### config.mk
export PLATFORM = sky130hd
export DESIGN_NAME = dot_product_mac
export DESIGN_NICKNAME = d
export VERILOG_FILES = /design/src/rtl/dot_product_mac.sv
export SDC_FILE = /design/constraint.sdc
export NUM_CORES = 1
export LEC_CHECK = 0
export CORE_ASPECT_RATIO = 1.4
export CORE_MARGIN = 1
export CORE_UTILIZATION = 55
export DETAILED_ROUTE_END_ITERATION = 7
export MAX_ROUTING_LAYER = met4
export PLACE_DENSITY_LB_ADDON = 0.25
export SLEW_MARGIN = 10
export SYNTH_ARGS = -nofsm -noshare
export SYNTH_HDL_FRONTEND = slang
export SYNTH_SLANG_ARGS = --single-unit
### constraint.sdc
create_clock -name clk -period 4.8 [get_ports clk]
set_clock_uncertainty 0.05 [all_clocks]
set_input_delay 0.96 -clock clk [delete_from_list [all_inputs] [get_ports clk]]
set_output_delay 0.96 -clock clk [all_outputs]
set_load 0.05 [all_outputs]
### src/rtl/dot_product_mac.sv
// dot_product_mac: streaming unsigned dot-product engine.
// One operand pair per cycle goes through a registered multiplier and an
// accumulator; the result is presented with a valid/ready handshake.
// Optional feature macro: DOTP_SATURATE_EN. When it is defined, results above
// 2^OUT_W-1 are clamped and flagged on out_sat. When it is undefined, results
// wrap modulo 2^OUT_W and out_sat stays 0.
module dot_product_mac #(
    parameter  int unsigned DATA_W = 4,
    parameter  int unsigned LEN    = 16,
    parameter  int unsigned OUT_W  = 8,
    localparam int unsigned ACC_W  = 2 * DATA_W + $clog2(LEN),
    localparam int unsigned CNT_W  = $clog2(LEN + 1)
) (
    input  logic              clk,
    input  logic              rst,
    input  logic              in_valid,
    output logic              in_ready,
    input  logic [DATA_W-1:0] in_a,
    input  logic [DATA_W-1:0] in_b,
    input  logic              in_last,
    output logic              out_valid,
    input  logic              out_ready,
    output logic [OUT_W-1:0]  out_data,
    output logic [CNT_W-1:0]  out_count,
    output logic              out_sat
);

    localparam int unsigned PROD_W = 2 * DATA_W;

    typedef enum logic [1:0] {
        ACCUM = 2'd0,
        DRAIN = 2'd1,
        DONE  = 2'd2
    } state_t;

    state_t              state;
    logic [PROD_W-1:0]   p;
    logic                p_valid;
    logic [ACC_W-1:0]    acc;
    logic [CNT_W-1:0]    cnt;

    logic                accept_c;
    logic                final_c;
    logic [PROD_W-1:0]   prod_c;
    logic [ACC_W-1:0]    acc_next_c;
    logic [OUT_W-1:0]    res_c;
    logic                sat_c;

    // Handshake flags decoded straight from the state register
    assign in_ready  = (state == ACCUM);
    assign out_valid = (state == DONE);

    assign accept_c   = in_valid & in_ready;
    assign final_c    = in_last | (cnt == CNT_W'(LEN - 1));
    assign prod_c     = PROD_W'(in_a) * PROD_W'(in_b);
    // Accumulator value including the product currently in stage 1
    assign acc_next_c = p_valid ? (acc + ACC_W'(p)) : acc;

`ifdef DOTP_SATURATE_EN
    localparam int unsigned EXT_W = (ACC_W > OUT_W) ? ACC_W : OUT_W;

    logic [EXT_W-1:0] acc_ext_c;
    logic [EXT_W-1:0] out_max_c;

    assign acc_ext_c = EXT_W'(acc_next_c);
    assign out_max_c = EXT_W'({OUT_W{1'b1}});
    assign sat_c     = (acc_ext_c > out_max_c);
    assign res_c     = sat_c ? {OUT_W{1'b1}} : acc_ext_c[OUT_W-1:0];
`else
    assign sat_c = 1'b0;
    assign res_c = OUT_W'(acc_next_c);
`endif

    // Multiplier/accumulator pipeline and vector control FSM
    always_ff @(posedge clk) begin
        if (rst) begin
            state     <= ACCUM;
            p         <= '0;
            p_valid   <= 1'b0;
            acc       <= '0;
            cnt       <= '0;
            out_data  <= '0;
            out_count <= '0;
            out_sat   <= 1'b0;
        end else begin
            p_valid <= accept_c;
            if (accept_c) begin
                p <= prod_c;
            end
            if (p_valid) begin
                acc <= acc_next_c;
            end

            case (state)
                ACCUM: begin
                    if (accept_c) begin
                        cnt <= cnt + CNT_W'(1);
                        if (final_c) begin
                            state <= DRAIN;
                        end
                    end
                end
                DRAIN: begin
                    // Last product lands in acc on this edge; capture it too
                    out_data  <= res_c;
                    out_count <= cnt;
                    out_sat   <= sat_c;
                    state     <= DONE;
                end
                DONE: begin
                    if (out_ready) begin
                        acc     <= '0;
                        cnt     <= '0;
                        p_valid <= 1'b0;
                        state   <= ACCUM;
                    end
                end
                default: begin
                    state <= ACCUM;
                end
            endcase
        end
    end

endmodule

==> impl_results.md <==
* Setup TNS at 0 ns
* Maximum VDD drop at 0.224 mV
* WL met2 at 1900 um
* First-pass GRT wire length at 6040 um
* Max clock buf depth at 2
* Switching Fraction at 28.8%
* Synth cell count leaders: dfxtp_1 (37), nand2_1 (37), nor2_1 (24)
* DR vias/cell at 5.35
* MaxCap Viol Count at 0
* Fin crit share at 77.2%
* Post-route antenna net violation count at 0
* Avg Inst Size Synth at 8.86 um2
* Synth area leader: dfxtp_1
* Reg2Reg Capture Point: out_data[6]
* Start of the worst register-to-register path: p[0]
* Hold depth at 2
* Non-Filler Instances at 300
* Worst-skew pair later-pin latency at 0.28 ns
* Ys async rst share at 0%
* Grt total ovfl at 0
* Buf/Inv on CP at 4
* Int Pwr at 0.485 mW
* Fmax at 270 MHz
* Worst-path cell chain: clkdlybuf4s50_1 > nand2_1 > fa_1 > inv_1 > fa_1 > inv_1 > fa_1 > inv_1 > a21o_1 > a21oi_1 > xnor2_1 > nand2_1 > a21oi_1
* Ports at 29
* Combinational share of power at 21.1%
* Max-slew violations at 0
* Hold endpoint: out_count[1]
* Required time worst endpoint at 4.94 ns
* Max incr delay on CP at 0.55 ns
* Crit path time final at 3.71 ns
* Area Growth Syn to Fin at 16.2%
* Pwr Density at 283 nW/um2
* YS warnings at 0
* CP Max Fanout at 4
* Syn Nets at 273
* Share of cells above drive strength 1 at 4.65%
* Clock power frac at 29.8%
* Vias in the first global route at 1426
* Post-Syn Instances at 234
* Post-synth top area share at 35.7%
* Min-delay src: out_count[1]
* EDFF count, synth at 0
* Met1 WL at 1620 um
* Initial Util at 57.4%
* Width of the die at 53.9 um
* Pin count of the biggest net entering global routing at 28
* Yosys reg bits at 37
* Power, Total at 0.681 mW
* Leakage at 1.04 nW
* Post-cts resize count at 0
* Largest cells by area after synthesis: dfxtp_1 (36%), ha_1 (13%), nand2_1 (6.7%)
* Slowest cell on the critical path: fa_1
* DRT Pass-1 Iters at 4
* Num rows at 26
* Distinct cells, synth at 35
* Hpwl dp at 2800 um
* Die height at 74.6 um
* Worst-Margin Slew at 1.02 ns
* Final wirelength at 3670 um
* Hold Slack at 0.406 ns
* Nets at 296
* Cell family with most CP delay: adder cells
* RSZ-0062 raised after global routing: false
* Routed wl met3 at 91 um
* DR WL/cell at 12.2 um
* Outcome: finished clean
* ANT cells at 0
* CTS buffer count at 5
* Antenna violations before repair at 0
* Final setup viols at 0
* Max_slew headroom at 32.0%
* Top sig layer: met4
* Core Footprint at 3610 um2
* Seq/Total Area, Yosys at 35.7%
* GRT Total Usage at 21.4%
* CTS H-tree lvls at 2
* Clock-pin slew on the worst setup and hold paths at 0.07 ns
* Worst r2r path cells at 8
* Worst R2R Setup Slack at 2.45 ns
* Setup CP Type: primary input to flop
* Placed cells at 292
* Startpoint class of the critical path: primary input
* Post-CTS Hold Buffers at 0
* Setup Buffers After CTS at 0
* Total die area at 4020 um2
* DRC at 0
* Critical Path End Type: flop
* Synth Cell Area at 2070 um2
* Initial DRC Count at 7
* CTS sink count at 37
* Gpl congestion at 0.852
* Vias at 1605
* Post-layout util at 66.7%
* Root Buffer: clkbuf_8
* Part of the power in registers at 49.1%
* Final hold vios at 0
* Hold Path Class: flop to flop
* I/O Buffers at 27
* Net switching power at 0.196 mW
* CTS tree: done
* Commonest register cell after synthesis: dfxtp_1
* WP data arrival at 3.85 ns
[per-stage QoR]
| stage | instance area (um2) | setup WS, ns |
|---|---|---|
| after global routing | 2410 | 0.875 |
| after CTS | 2410 | 1.07 |
| after floorplan | 2070 | 1.50 |
| after global placement | 2320 | 0.876 |
| after detailed placement | 2320 | 0.774 |
| final | 2410 | 1.09 |
[layout by cell type, fill, tap and decap left out, drive strengths merged, types with 6 or more instances in the layout]
cell type / Yosys / routed
and2: 11 / 11
clkdlybuf4s50: 0 / 27
nand2: 37 / 37
ha: 21 / 21
mux2i: 7 / 7
nor2: 24 / 24
dfxtp: 37 / 37
clkbuf: 5 / 6
a21oi: 21 / 21
inv: 10 / 10
a211oi: 9 / 9
xnor2: 7 / 7
[cell families (layout without fill, tap and decap cells)]
family	Yosys count	in the layout	synth area share [%]
adders and majority gates	26	26	17.5
other	1	1	0.181
xor gates and xnor gates	12	12	5.07
and+or+nand+nor	84	84	18.2
AOI/OAI and AO/OA	46	46	14.7
DFF	37	37	35.7
buffers and inverters	21	45	5.31
muxes	7	7	3.38
[flip-flops by register name (all words and copies together), names as in the netlist]
signal	count
out_data	8
p	8
out_count	5
state	2
p_valid	1
cnt	5
acc	8
[worst max-delay path by stage]
stage	start	end	slack, ns	depth (start not counted)
floorplan	in_a[0]	p[6]	1.50	12
global placement	in_a[0]	p[7]	0.88	12
detailed placement	in_a[0]	p[6]	0.77	13
CTS	in_a[0]	p[6]	1.07	13
global route	in_a[0]	p[6]	0.87	13
finish	in_a[0]	p[6]	1.09	13
[cell type report]
cell class | instances | area, um2
repair buffers | 27 | 270
inverters | 10 | 37.5
clock inverters | 2 | 10.0
well taps | 42 | 52.6
flip-flops and latches | 37 | 741
fillers | 302 | 1200
multi-input cells | 176 | 1220
clock buffers | 6 | 72.6
[worst register-to-register path: stages (launching register included)]
cell and delay [ns]:
dfxtp_1 0.32, ha_1 0.25, fa_1 0.41, a21o_1 0.22
a311o_1 0.37, a21oi_2 0.15, xnor2_1 0.13, mux2i_1 0.11
a211oi_1 0.24
[power by group through the flow]
stage               logic [mW]  clock network (mW)  registers, mW
floorplan               0.0998                   0          0.350
global placement         0.141                   0          0.341
detailed placement       0.145                   0          0.341
CTS                      0.146               0.208          0.334
global route             0.162               0.223          0.336
finish                   0.144               0.203          0.334
[layer usage]
metal	track usage, %	vias up
met2	37.2	31
met3	4.85	5
met1	23.2	725
met4	7.89	0
met5	-	-
li1	-	844
No activity file was read; power rests on OpenSTA's default activity.
